File: src/rtl/avalon_packet_arbiter_if.sv
// Avalon-ST bundle shared by the packet arbiter's sources and sink.
// The master drives the beat and the slave drives rdy.
interface avalon_st_if #(
    parameter int unsigned DATA_W  = 32,
    parameter int unsigned EMPTY_W = 2
);
    logic [DATA_W-1:0]  data;
    logic               valid;
    logic               rdy;
    logic               sop;
    logic               eop;
    logic [EMPTY_W-1:0] empty;

    modport master (output data, valid, sop, eop, empty, input rdy);
    modport slave  (input data, valid, sop, eop, empty, output rdy);
endinterface

File: src/rtl/avalon_packet_arbiter.sv
// Two-input packet-granular round-robin arbiter with a zero-latency data path and orphan-beat flush.
// Define ARB_PKT_COUNT_EN to build the per-input packet counters; otherwise pkt_cnt_* are tied to 0.
module avalon_packet_arbiter #(
    parameter int unsigned CNT_W = 16
) (
    input  logic             clk,
    input  logic             rst,
    avalon_st_if.slave       in0,
    avalon_st_if.slave       in1,
    avalon_st_if.master      out,
    output logic [1:0]       grant,
    output logic [1:0]       orphan_drop,
    output logic [CNT_W-1:0] pkt_cnt_0,
    output logic [CNT_W-1:0] pkt_cnt_1
);
    typedef enum logic [1:0] {IDLE, GRANT_0, GRANT_1} arb_sm_t;

    arb_sm_t    state_q, state_d;
    logic       last_grant_q, last_grant_d;
    logic [1:0] req;
    logic       sel;
    logic [1:0] fwd;
    logic [1:0] acc_eop;

    always_comb begin
        req = {in1.valid & in1.sop, in0.valid & in0.sop};
        // On a tie the input that did not finish the last packet wins
        sel = (req == 2'b11) ? ~last_grant_q : req[1];

        case (state_q)
            IDLE:    fwd = (req == 2'b00) ? 2'b00 : (sel ? 2'b10 : 2'b01);
            GRANT_0: fwd = 2'b01;
            GRANT_1: fwd = 2'b10;
            default: fwd = 2'b00;
        endcase
        grant = fwd;

        out.data    = '0;
        out.valid   = 1'b0;
        out.sop     = 1'b0;
        out.eop     = 1'b0;
        out.empty   = '0;
        in0.rdy     = 1'b0;
        in1.rdy     = 1'b0;
        orphan_drop = 2'b00;

        if (fwd[0]) begin
            out.data  = in0.data;
            out.valid = in0.valid;
            out.sop   = in0.sop;
            out.eop   = in0.eop;
            out.empty = in0.eop ? in0.empty : '0;
            in0.rdy   = out.rdy;
        end else if (fwd[1]) begin
            out.data  = in1.data;
            out.valid = in1.valid;
            out.sop   = in1.sop;
            out.eop   = in1.eop;
            out.empty = in1.eop ? in1.empty : '0;
            in1.rdy   = out.rdy;
        end

        // Out-of-packet beats can never be selected, so they are flushed while IDLE
        if (state_q == IDLE) begin
            if (in0.valid & ~in0.sop) begin
                in0.rdy        = 1'b1;
                orphan_drop[0] = 1'b1;
            end
            if (in1.valid & ~in1.sop) begin
                in1.rdy        = 1'b1;
                orphan_drop[1] = 1'b1;
            end
        end

        acc_eop[0] = fwd[0] & out.rdy & in0.valid & in0.eop;
        acc_eop[1] = fwd[1] & out.rdy & in1.valid & in1.eop;

        state_d      = state_q;
        last_grant_d = last_grant_q;
        case (state_q)
            IDLE: begin
                if (req != 2'b00) begin
                    if (|acc_eop) last_grant_d = sel;
                    else          state_d      = sel ? GRANT_1 : GRANT_0;
                end
            end
            GRANT_0: begin
                if (acc_eop[0]) begin
                    state_d      = IDLE;
                    last_grant_d = 1'b0;
                end
            end
            GRANT_1: begin
                if (acc_eop[1]) begin
                    state_d      = IDLE;
                    last_grant_d = 1'b1;
                end
            end
            default: state_d = IDLE;
        endcase
    end

    always_ff @(posedge clk or negedge rst) begin
        if (!rst) begin
            state_q      <= IDLE;
            last_grant_q <= 1'b1;
        end else begin
            state_q      <= state_d;
            last_grant_q <= last_grant_d;
        end
    end

`ifdef ARB_PKT_COUNT_EN
    logic [CNT_W-1:0] cnt0_q, cnt0_d, cnt1_q, cnt1_d;

    always_comb begin
        cnt0_d = cnt0_q + CNT_W'(acc_eop[0]);
        cnt1_d = cnt1_q + CNT_W'(acc_eop[1]);
    end

    always_ff @(posedge clk or negedge rst) begin
        if (!rst) begin
            cnt0_q <= '0;
            cnt1_q <= '0;
        end else begin
            cnt0_q <= cnt0_d;
            cnt1_q <= cnt1_d;
        end
    end

    assign pkt_cnt_0 = cnt0_q;
    assign pkt_cnt_1 = cnt1_q;
`else
    assign pkt_cnt_0 = '0;
    assign pkt_cnt_1 = '0;
`endif
endmodule
File: src/flat_wrapper.sv
// flat-port wrapper written by rule: the top's interface ports become plain ports
module avalon_packet_arbiter_flat 
#(
    parameter int unsigned CNT_W = 16
)
  (clk, rst, grant, orphan_drop, pkt_cnt_0, pkt_cnt_1, in0_data, in0_valid, in0_sop, in0_eop, in0_empty, in0_rdy, in1_data, in1_valid, in1_sop, in1_eop, in1_empty, in1_rdy, out_data, out_valid, out_sop, out_eop, out_empty, out_rdy);
  avalon_st_if in0_i ();
  avalon_st_if in1_i ();
  avalon_st_if out_i ();
  input  logic clk;
  input  logic rst;
  output logic [1:0] grant;
  output logic [1:0] orphan_drop;
  output logic [CNT_W-1:0] pkt_cnt_0;
  output logic [CNT_W-1:0] pkt_cnt_1;
  input wire logic [$bits(in0_i.data)-1:0] in0_data;
  input wire logic [$bits(in0_i.valid)-1:0] in0_valid;
  input wire logic [$bits(in0_i.sop)-1:0] in0_sop;
  input wire logic [$bits(in0_i.eop)-1:0] in0_eop;
  input wire logic [$bits(in0_i.empty)-1:0] in0_empty;
  output wire logic [$bits(in0_i.rdy)-1:0] in0_rdy;
  input wire logic [$bits(in1_i.data)-1:0] in1_data;
  input wire logic [$bits(in1_i.valid)-1:0] in1_valid;
  input wire logic [$bits(in1_i.sop)-1:0] in1_sop;
  input wire logic [$bits(in1_i.eop)-1:0] in1_eop;
  input wire logic [$bits(in1_i.empty)-1:0] in1_empty;
  output wire logic [$bits(in1_i.rdy)-1:0] in1_rdy;
  output wire logic [$bits(out_i.data)-1:0] out_data;
  output wire logic [$bits(out_i.valid)-1:0] out_valid;
  output wire logic [$bits(out_i.sop)-1:0] out_sop;
  output wire logic [$bits(out_i.eop)-1:0] out_eop;
  output wire logic [$bits(out_i.empty)-1:0] out_empty;
  input wire logic [$bits(out_i.rdy)-1:0] out_rdy;
  assign in0_i.data = in0_data;
  assign in0_i.valid = in0_valid;
  assign in0_i.sop = in0_sop;
  assign in0_i.eop = in0_eop;
  assign in0_i.empty = in0_empty;
  assign in0_rdy = in0_i.rdy;
  assign in1_i.data = in1_data;
  assign in1_i.valid = in1_valid;
  assign in1_i.sop = in1_sop;
  assign in1_i.eop = in1_eop;
  assign in1_i.empty = in1_empty;
  assign in1_rdy = in1_i.rdy;
  assign out_data = out_i.data;
  assign out_valid = out_i.valid;
  assign out_sop = out_i.sop;
  assign out_eop = out_i.eop;
  assign out_empty = out_i.empty;
  assign out_i.rdy = out_rdy;
  avalon_packet_arbiter #(.CNT_W(CNT_W)) u_core (.clk(clk), .rst(rst), .in0(in0_i), .in1(in1_i), .out(out_i), .grant(grant), .orphan_drop(orphan_drop), .pkt_cnt_0(pkt_cnt_0), .pkt_cnt_1(pkt_cnt_1));
endmodule
File: config.mk
export PLATFORM = sky130hd
export DESIGN_NAME = avalon_packet_arbiter_flat
export DESIGN_NICKNAME = d
export VERILOG_FILES = /design/src/rtl/avalon_packet_arbiter_if.sv /design/src/rtl/avalon_packet_arbiter.sv /design/src/flat_wrapper.sv
export SDC_FILE = /design/constraint.sdc
export NUM_CORES = 1
export LEC_CHECK = 0
export ABC_AREA = 1
export CAP_MARGIN = 20
export CORE_MARGIN = 2
export CORE_UTILIZATION = 26
export DETAILED_ROUTE_END_ITERATION = 10
export PLACE_DENSITY = 0.82
export SYNTH_ARGS = -nofsm -noshare
export SYNTH_HDL_FRONTEND = slang
export SYNTH_SLANG_ARGS = --single-unit
File: constraint.sdc
create_clock -name clk -period 2.32 [get_ports clk]
set_input_delay 0.464 -clock clk [delete_from_list [all_inputs] [get_ports clk]]
set_output_delay 0.464 -clock clk [all_outputs]
set_load 0.005 [all_outputs]
==> results of run 1 <==
[repair_timing]
action                                  4_1_cts  5_1_grt
gates resized for setup                     174       21
pin swaps                                     6        5
endpoints found under the setup margin       41       40
buffers inserted                             15        5
cloned                                        3        0
[registers in the layout (all words and copies together) (netlist names)]
signal and cells:
u_core.state_q 2, u_core.last_grant_q 1
[final timing paths]
check / from / endpoint / slack [ns] / cells after the start
setup / recovery: in1_valid / out_data[12] / 0.03 / 13
min in group clk: u_core.last_grant_q / u_core.last_grant_q / 0.48 / 2
hold / removal: rst / u_core.state_q[1] / 0.42 / 1
max in group asynchronous: rst / u_core.last_grant_q / 1.68 / 1
setup reg to reg: u_core.state_q[0] / u_core.state_q[1] / 0.40 / 12
hold reg to reg: u_core.last_grant_q / u_core.last_grant_q / 0.48 / 2
[worst max-delay path: stages]
cell             delay, ns
dlygate4sd2_1         0.25
nand2_2               0.10
inv_4                 0.05
nand2_2               0.07
nand3_1               0.10
nand2_2               0.11
nand2_4               0.08
inv_4                 0.07
buf_6                 0.11
buf_12                0.12
nand2_2               0.05
nand2_1               0.05
clkdlybuf4s15_2       0.19
[per-stage QoR]
stage,utilization,total power [uW],hold WS (ns),setup TNS [ns]
2_1_floorplan,-,990,0.168,0
3_3_place_gp,0.548,1920,0.463,-20.42
3_5_place_dp,0.548,1940,0.467,-21.38
4_1_cts,0.590,2350,0.419,-0.0240
5_1_grt,0.607,2640,0.422,-0.344
6_report,0.607,2440,0.424,0
[power groups by stage]
stage                     combinational (uW)  sequential [uW]  clock (uW)
final                                   2200             87.4         154
after global routing                    2380             90.1         170
after detailed placement                1860             83.7           0
after global placement                  1830             83.0           0
after CTS                               2110             83.2         162
after floorplan                          900             89.9           0
[synth_stat cells]
library cell and instances:
a31o_2 1, inv_2 1, o21ai_0 5, nand2_2 1, clkinv_1 2, a21boi_2 1
nand2_1 91, dfstp_2 1, ha_1 4, nand3_2 3, nor2_1 3, inv_1 10
nand4_1 5, a21oi_1 1, conb_1 1, or2_2 1, buf_6 2, buf_4 41
nand3_1 40, buf_2 1, dfrtp_1 2, a21oi_2 1
[cells by family after synthesis]
logic type	count (synthesis)	share of synthesized area
AND/OR/NAND/NOR	144	0.522
flip-flops	3	0.0636
adder cells (fa/ha/maj)	4	0.0417
buffers and inverters	57	0.320
AO/OA/AOI/OAI	9	0.0490
other	1	0.00313
[metal layers]
layer	part of all wire	routed length, um
met1	0.35	2020
met2	0.55	3170
met3	0.084	488
met4	0.018	106
met5	0	0
[cell usage in the layout, fill, tap and decap left out]
master            n
clkinv_1          1
ha_4              1
inv_4             2
nand2_2           6
or2_2             1
clkdlybuf4s15_2   2
nand2_4           1
ha_1              3
dfstp_2           1
clkbuf_1          1
nand4_1           5
a31o_2            1
clkdlybuf4s15_1   5
a21boi_4          1
o21ai_1           3
clkdlybuf4s50_1  74
nand3_1          34
nand2_1          85
a21oi_2           1
clkbuf_8          3
buf_16            3
o21ai_0           2
buf_6            11
dlygate4sd2_1     4
nor2_1            3
a21oi_1           1
buf_2            30
inv_2             2
buf_4            23
inv_1             8
dfrtp_1           2
nand3_4           2
buf_12            5
nand3_2           7
conb_1           32
clkbuf_2          4
[final cells by class]
type                            count  area [um2]
Multi-Input combinational cell    189         941
Inverter                           13        53.8
Sequential cell                     3        76.3
Timing Repair Buffer              161        1500
Clock buffer                        4        45.0
Tap cell                           52        65.1
Fill cell                         415        1740
==> flow_summary.json, run 1 <==
{
  "wl_per_cell_um": 13.7,
  "arrival_ns": 1.83,
  "busiest_layer": "met2",
  "yosys_warnings": 0,
  "fin_nets": 452,
  "synth_area_um2": 1200,
  "cts_buffer_depth": 2,
  "switchingPower_uw": 1060,
  "numCtsBuffers": 3,
  "yosys-top-cells-area": "nand2_1, buf_4, nand3_1, dfrtp_1, ha_1",
  "h-tree-depth": 1,
  "fin_area_um2": 2680,
  "p_int_uw": 1390,
  "drive_gt1_frac": 0.289,
  "grt_max_degree": 15,
  "min_path_type": "in -> async",
  "hold_buffers": 0,
  "sw_frac_of_total": 0.433,
  "area_growth_pct": 123,
  "place_congestion": 0.934,
  "vias_per_cell": 4.47,
  "cts.sink_count": 3,
  "maxSlewViolCount": 0,
  "core_area_um2": 4410,
  "synth_top_area_cell": "nand2_1",
  "place_ws_ns": -0.564,
  "vias": 1887,
  "grt_use_total": 0.211,
  "first_iter_violations": 45,
  "firstDrtPassIters": 4,
  "antenna_left": 0,
  "num_antenna_cells": 0,
  "cp.required_ns": 1.86,
  "ys_types": 22,
  "die_w_um": 71.9,
  "clkSlewWorstSetupHoldPaths_ns": 0.03,
  "cp_max_fo": 11,
  "synth_seq_cells": 3,
  "synth.avg_cell_area_um2": 5.50,
  "drv_cap": 0,
  "row_count": 24,
  "p_comb_frac": 0.901,
  "port_buffers": 119,
  "synth_top_area_frac": 0.285,
  "setup_slack_ns": 0.0256,
  "ir_drop_mv": 0.515,
  "place_inst": 395,
  "first_global_vias": 1797,
  "yosysSeqAreaShare": 0.0636,
  "gr-usage-met2": 0.408,
  "path_class": "in -> out",
  "io_pins": 152,
  "syn_inst": 218,
  "cts_tree": "done",
  "grt-ovfl-total": 0,
  "pwr-share-seq": 0.036,
  "status": "finished clean",
  "cp-start-kind": "primary input",
  "drc": 0,
  "endpoint_kind": "output pin",
  "power_density_nw_per_um2": 912,
  "setup-violations-final": 0,
  "place_area_um2": 2420,
  "min_period_ns": 2.29,
  "post-route-period-util": 0.989,
  "finClkSkew_ns": 0.000958,
  "final_cells": 422,
  "fmax_mhz": 436,
  "grtUsageMet1": 0.225,
  "grt_antenna_before_repair": 0,
  "finalHoldViolCount": 0,
  "routed_wl_um": 5790,
  "dieHeight_um": 71.9,
  "insertion_delay_ns": 0.22,
  "start_util": 0.272,
  "power_frac_clock": 0.063,
  "dieArea_um2": 5170,
  "grt_pass1_wl_um": 8670,
  "root_buffer": "clkbuf_8",
  "power.leakage_uw": 0.00144,
  "post-dp-hpwl_um": 4150,
  "use_met3": 0.0444
}
No activity file was read; power rests on OpenSTA's default activity.
==> run 2: changes to the inputs <==
==> constraint.sdc (replaced) <==
create_clock -name clk -period 2.29 [get_ports clk]
set_input_delay 0.458 -clock clk [delete_from_list [all_inputs] [get_ports clk]]
set_output_delay 0.458 -clock clk [all_outputs]
set_load 0.005 [all_outputs]
==> flow_summary.json, run 2 (same netlist as run 1, synthesis figures left out) <==
{
  "dieHeight_um": 71.9,
  "arrival_ns": 1.93,
  "post-route-period-util": 1.04,
  "finClkSkew_ns": 0.000827,
  "port_buffers": 119,
  "root_buffer": "clkbuf_8",
  "power_density_nw_per_um2": 1030,
  "vias_per_cell": 4.82,
  "path_class": "reg -> out",
  "cp_max_fo": 6,
  "h-tree-depth": 1,
  "area_growth_pct": 181,
  "endpoint_kind": "output pin",
  "drc": 0,
  "die_w_um": 71.9,
  "drive_gt1_frac": 0.527,
  "place_ws_ns": -0.572,
  "grt_antenna_before_repair": 0,
  "r2r_start": "u_core.last_grant_q",
  "core_area_um2": 4410,
  "largest_reg_flops": 2,
  "grt-ovfl-total": 0,
  "fin_nets": 494,
  "io_pins": 152,
  "start_util": 0.272,
  "cp-start-kind": "flip-flop",
  "min_path_type": "in -> async",
  "grt_max_degree": 15,
  "p_total_uw": 3470,
  "post-dp-hpwl_um": 4150,
  "insertion_delay_ns": 0.22,
  "setup-violations-final": 39,
  "rsz0062_at_grt": "true",
  "ir_drop_mv": 0.565,
  "finalHoldViolCount": 0,
  "maxSlewViolCount": 0,
  "firstDrtPassIters": 4,
  "violations": "negative setup slack",
  "row_count": 24,
  "cts_buffer_depth": 2,
  "top_regs": "u_core.state_q (2), u_core.last_grant_q (1)",
  "routed_wl_um": 8180,
  "wl_per_cell_um": 17.6,
  "status": "complete, but fails checks",
  "place_congestion": 0.934,
  "cts.sink_count": 3,
  "cts_tree": "done",
  "cp.required_ns": 1.83,
  "setup_slack_ns": -0.0959,
  "startpoint": "u_core.last_grant_q",
  "grt_pass1_wl_um": 10900,
  "max_flop_register": "u_core.state_q",
  "min_period_ns": 2.39,
  "first_iter_violations": 105,
  "fmax_mhz": 419,
  "power.leakage_uw": 0.00179,
  "whs_ns": 0.417,
  "drv_cap": 0,
  "grt_use_total": 0.273,
  "layout.cells.most_common": "clkdlybuf4s50_1",
  "first_global_vias": 2174,
  "antenna_left": 0,
  "dieArea_um2": 5170,
  "clkSlewWorstSetupHoldPaths_ns": 0.03,
  "vias": 2237,
  "numCtsBuffers": 3,
  "layout_common_cells": "clkdlybuf4s50_1, buf_4, nand2_1, conb_1, nand2_2",
  "num_antenna_cells": 0
}
run 2: changes by cell type in the layout (fill, tap and decap cells not counted), sizes merged:
cell,previous run,this run
dlymetal6s2s,0,2
clkinv,1,2
clkdlybuf4s50,74,72
dlygate4sd2,4,1
inv,12,11
buf,72,114
clkbuf,8,18
clkdlybuf4s15,7,0
run 2: final timing paths:
path	end	slack, ns	cells past startpoint
worst max-delay path	out_empty[0]	-0.1	12
worst max register to register	u_core.last_grant_q	-0.09	17
worst min-delay path	u_core.state_q[1]	0.42	1
min in group clk	u_core.last_grant_q	0.48	2
worst min register to register	u_core.last_grant_q	0.48	2
max in group asynchronous	u_core.last_grant_q	1.66	1
run 2: layout make-up:
cell class                 instances  area [um2]
timing repair buffer             203        1900
clock buffer                       4        45.0
tap                               52        65.1
fill                             325        1040
sequential                         3        76.3
inverter                          13        63.8
multi-input combinational        189        1220
run 2: report_power, final:
group	switching [uW]	internal [uW]	total, uW
clock network	38.8	119	158
registers	16.0	75.4	91.4
logic	1460	1760	3220
total	1510	1960	3470
run 2: what timing repair did:
action / in CTS / in global routing
pin swaps: 10 / 47
hold buffers: 0 / 0
setup endpoints to repair: 41 / 43
gates resized for setup: 169 / 142
cloned: 6 / 0
buffers inserted: 54 / 18
run 2: routing by layer:
metal	vias up	wire length, um	track usage
li1	1026	-	-
met1	1046	2770	0.252
met2	135	4470	0.529
met3	30	551	0.0500
met4	0	387	0.195
met5	-	0	0
run 2: worst max-delay path, cell delays in order, from the launching register on:
cell and delay (ns):
dfstp_2 0.55, nand3_4 0.12, nand2_4 0.08, nand3_2 0.09, nand2_2 0.11, nand2_4 0.08
buf_12 0.13, clkinv_8 0.06, buf_16 0.11, buf_6 0.10, nand3_2 0.05, o21ai_1 0.08
buf_2 0.13
run 2: metrics by stage:
step,instances,area (um2),setup TNS (ns),util
finish,464,3370,-1.92,0.764
global route,464,3370,-4.38,0.764
CTS,458,3130,-1.55,0.710
detailed placement,395,2420,-21.93,0.548
global placement,395,2420,-21.17,0.548
floorplan,249,1320,0,-
==> run 3: changes to the inputs <==
--- a/config.mk
+++ b/config.mk
@@ -7,7 +7,6 @@
 export LEC_CHECK = 0
 export ABC_AREA = 1
 export CAP_MARGIN = 20
-export CORE_MARGIN = 2
 export CORE_UTILIZATION = 26
 export DETAILED_ROUTE_END_ITERATION = 10
 export PLACE_DENSITY = 0.82
==> flow_summary.json, run 3 (same netlist as run 1, synthesis figures left out) <==
{
  "arrival_ns": 1.88,
  "finalHoldViolCount": 0,
  "dieArea_um2": 4890,
  "max_flop_register": "u_core.state_q",
  "endpoint_kind": "output pin",
  "min_period_ns": 2.34,
  "rsz0062_at_grt": "true",
  "h-tree-depth": 1,
  "die_w_um": 69.9,
  "first_global_vias": 1882,
  "clkSlewWorstSetupHoldPaths_ns": 0.03,
  "setup_slack_ns": -0.0511,
  "cp_max_fo": 3,
  "whs_ns": 0.424,
  "ir_drop_mv": 0.583,
  "cp.required_ns": 1.83,
  "insertion_delay_ns": 0.21,
  "drv_cap": 0,
  "status": "complete, but fails checks",
  "row_count": 24,
  "grt-ovfl-total": 0,
  "area_growth_pct": 139,
  "drive_gt1_frac": 0.356,
  "vias": 1910,
  "top_regs": "u_core.state_q (2), u_core.last_grant_q (1)",
  "grt_max_degree": 18,
  "grt_pass1_wl_um": 8680,
  "num_antenna_cells": 0,
  "violations": "negative setup slack",
  "power_density_nw_per_um2": 961,
  "root_buffer": "clkbuf_8",
  "io_pins": 152,
  "post-route-period-util": 1.02,
  "hold_buffers": 0,
  "cts.sink_count": 3,
  "power.leakage_uw": 0.00153,
  "core_area_um2": 4380,
  "layout_common_cells": "nand2_1, clkdlybuf4s50_1, conb_1, buf_4, buf_2",
  "fin_area_um2": 2870,
  "fmax_mhz": 427,
  "path_class": "reg -> out",
  "vias_per_cell": 4.43,
  "r2r_start": "u_core.state_q[0]",
  "grt_use_total": 0.216,
  "routed_wl_um": 5660,
  "finClkSkew_ns": 0.000766,
  "cts_buffer_depth": 2,
  "firstDrtPassIters": 4,
  "first_iter_violations": 54,
  "drc": 0,
  "numCtsBuffers": 3,
  "setup-violations-final": 1,
  "layout.cells.most_common": "nand2_1",
  "port_buffers": 119,
  "grt_antenna_before_repair": 0,
  "cp-start-kind": "flip-flop",
  "fin_nets": 461,
  "antenna_left": 0,
  "place_congestion": 0.887,
  "maxSlewViolCount": 0,
  "place_area_um2": 2420,
  "start_util": 0.274,
  "largest_reg_flops": 2,
  "wl_per_cell_um": 13.1,
  "post-dp-hpwl_um": 3720,
  "min_path_type": "in -> async",
  "cts_tree": "done",
  "startpoint": "u_core.last_grant_q",
  "dieHeight_um": 69.9
}
==> run 3: routing by layer <==
layer / wire (um) / part of all wire / GRT usage
met4: 129 / 0.023 / 0.0778
met5: 0 / 0 / 0
met3: 330 / 0.058 / 0.0375
met2: 3160 / 0.56 / 0.416
met1: 2040 / 0.36 / 0.231
==> run 3: where the power goes <==
group | leakage (uW) | switching (uW) | internal (uW)
Combinational | 0.00147 | 1140 | 1380
Clock | 0.0000228 | 32.2 | 118
Sequential | 0.0000363 | 13.6 | 75.4
==> run 3: cell type report <==
type                       count  area, um2
multi-input combinational    189       1050
sequential                     3       76.3
fill                         393       1510
timing repair buffer         170       1570
inverter                      13       58.8
tap                           52       65.1
clock buffer                   4       45.0
==> run 3: what timing repair did <==
action,in CTS,in global routing
gates cloned,3,1
pin swaps,7,19
setup endpoints to repair,42,41
resized for setup,185,53
buffers inserted,25,7
==> run 3: per-stage QoR <==
stage	setup WS (ns)	power (uW)	util	std cells	TNS, ns
3_5_place_dp	-0.643	1990	0.552	397	-24.48
5_1_grt	-0.0983	2980	0.655	431	-0.656
3_3_place_gp	-0.633	1970	0.552	397	-23.99
6_report	-0.0511	2760	0.655	431	-0.0511
2_1_floorplan	0.368	1000	-	249	0
4_1_cts	-0.0712	2690	0.632	428	-0.239
==> run 3: worst paths after layout <==
kind                                       end  slack (ns)  cells past startpoint
setup / recovery                       in1_rdy       -0.05                     10
hold / removal               u_core.state_q[0]        0.42                      1
setup reg to reg             u_core.state_q[1]        0.19                     14
hold reg to reg            u_core.last_grant_q        0.50                      2
max in group asynchronous  u_core.last_grant_q        1.65                      1
min in group clk           u_core.last_grant_q        0.50                      2
==> run 3: critical path: stages (launching register included) <==
cell	delay, ns
dfstp_2	0.55
nand3_4	0.12
nand2_4	0.10
nand3_4	0.06
nand2_4	0.07
nand2_4	0.07
buf_6	0.13
buf_6	0.11
buf_6	0.11
a31o_4	0.23
buf_6	0.11
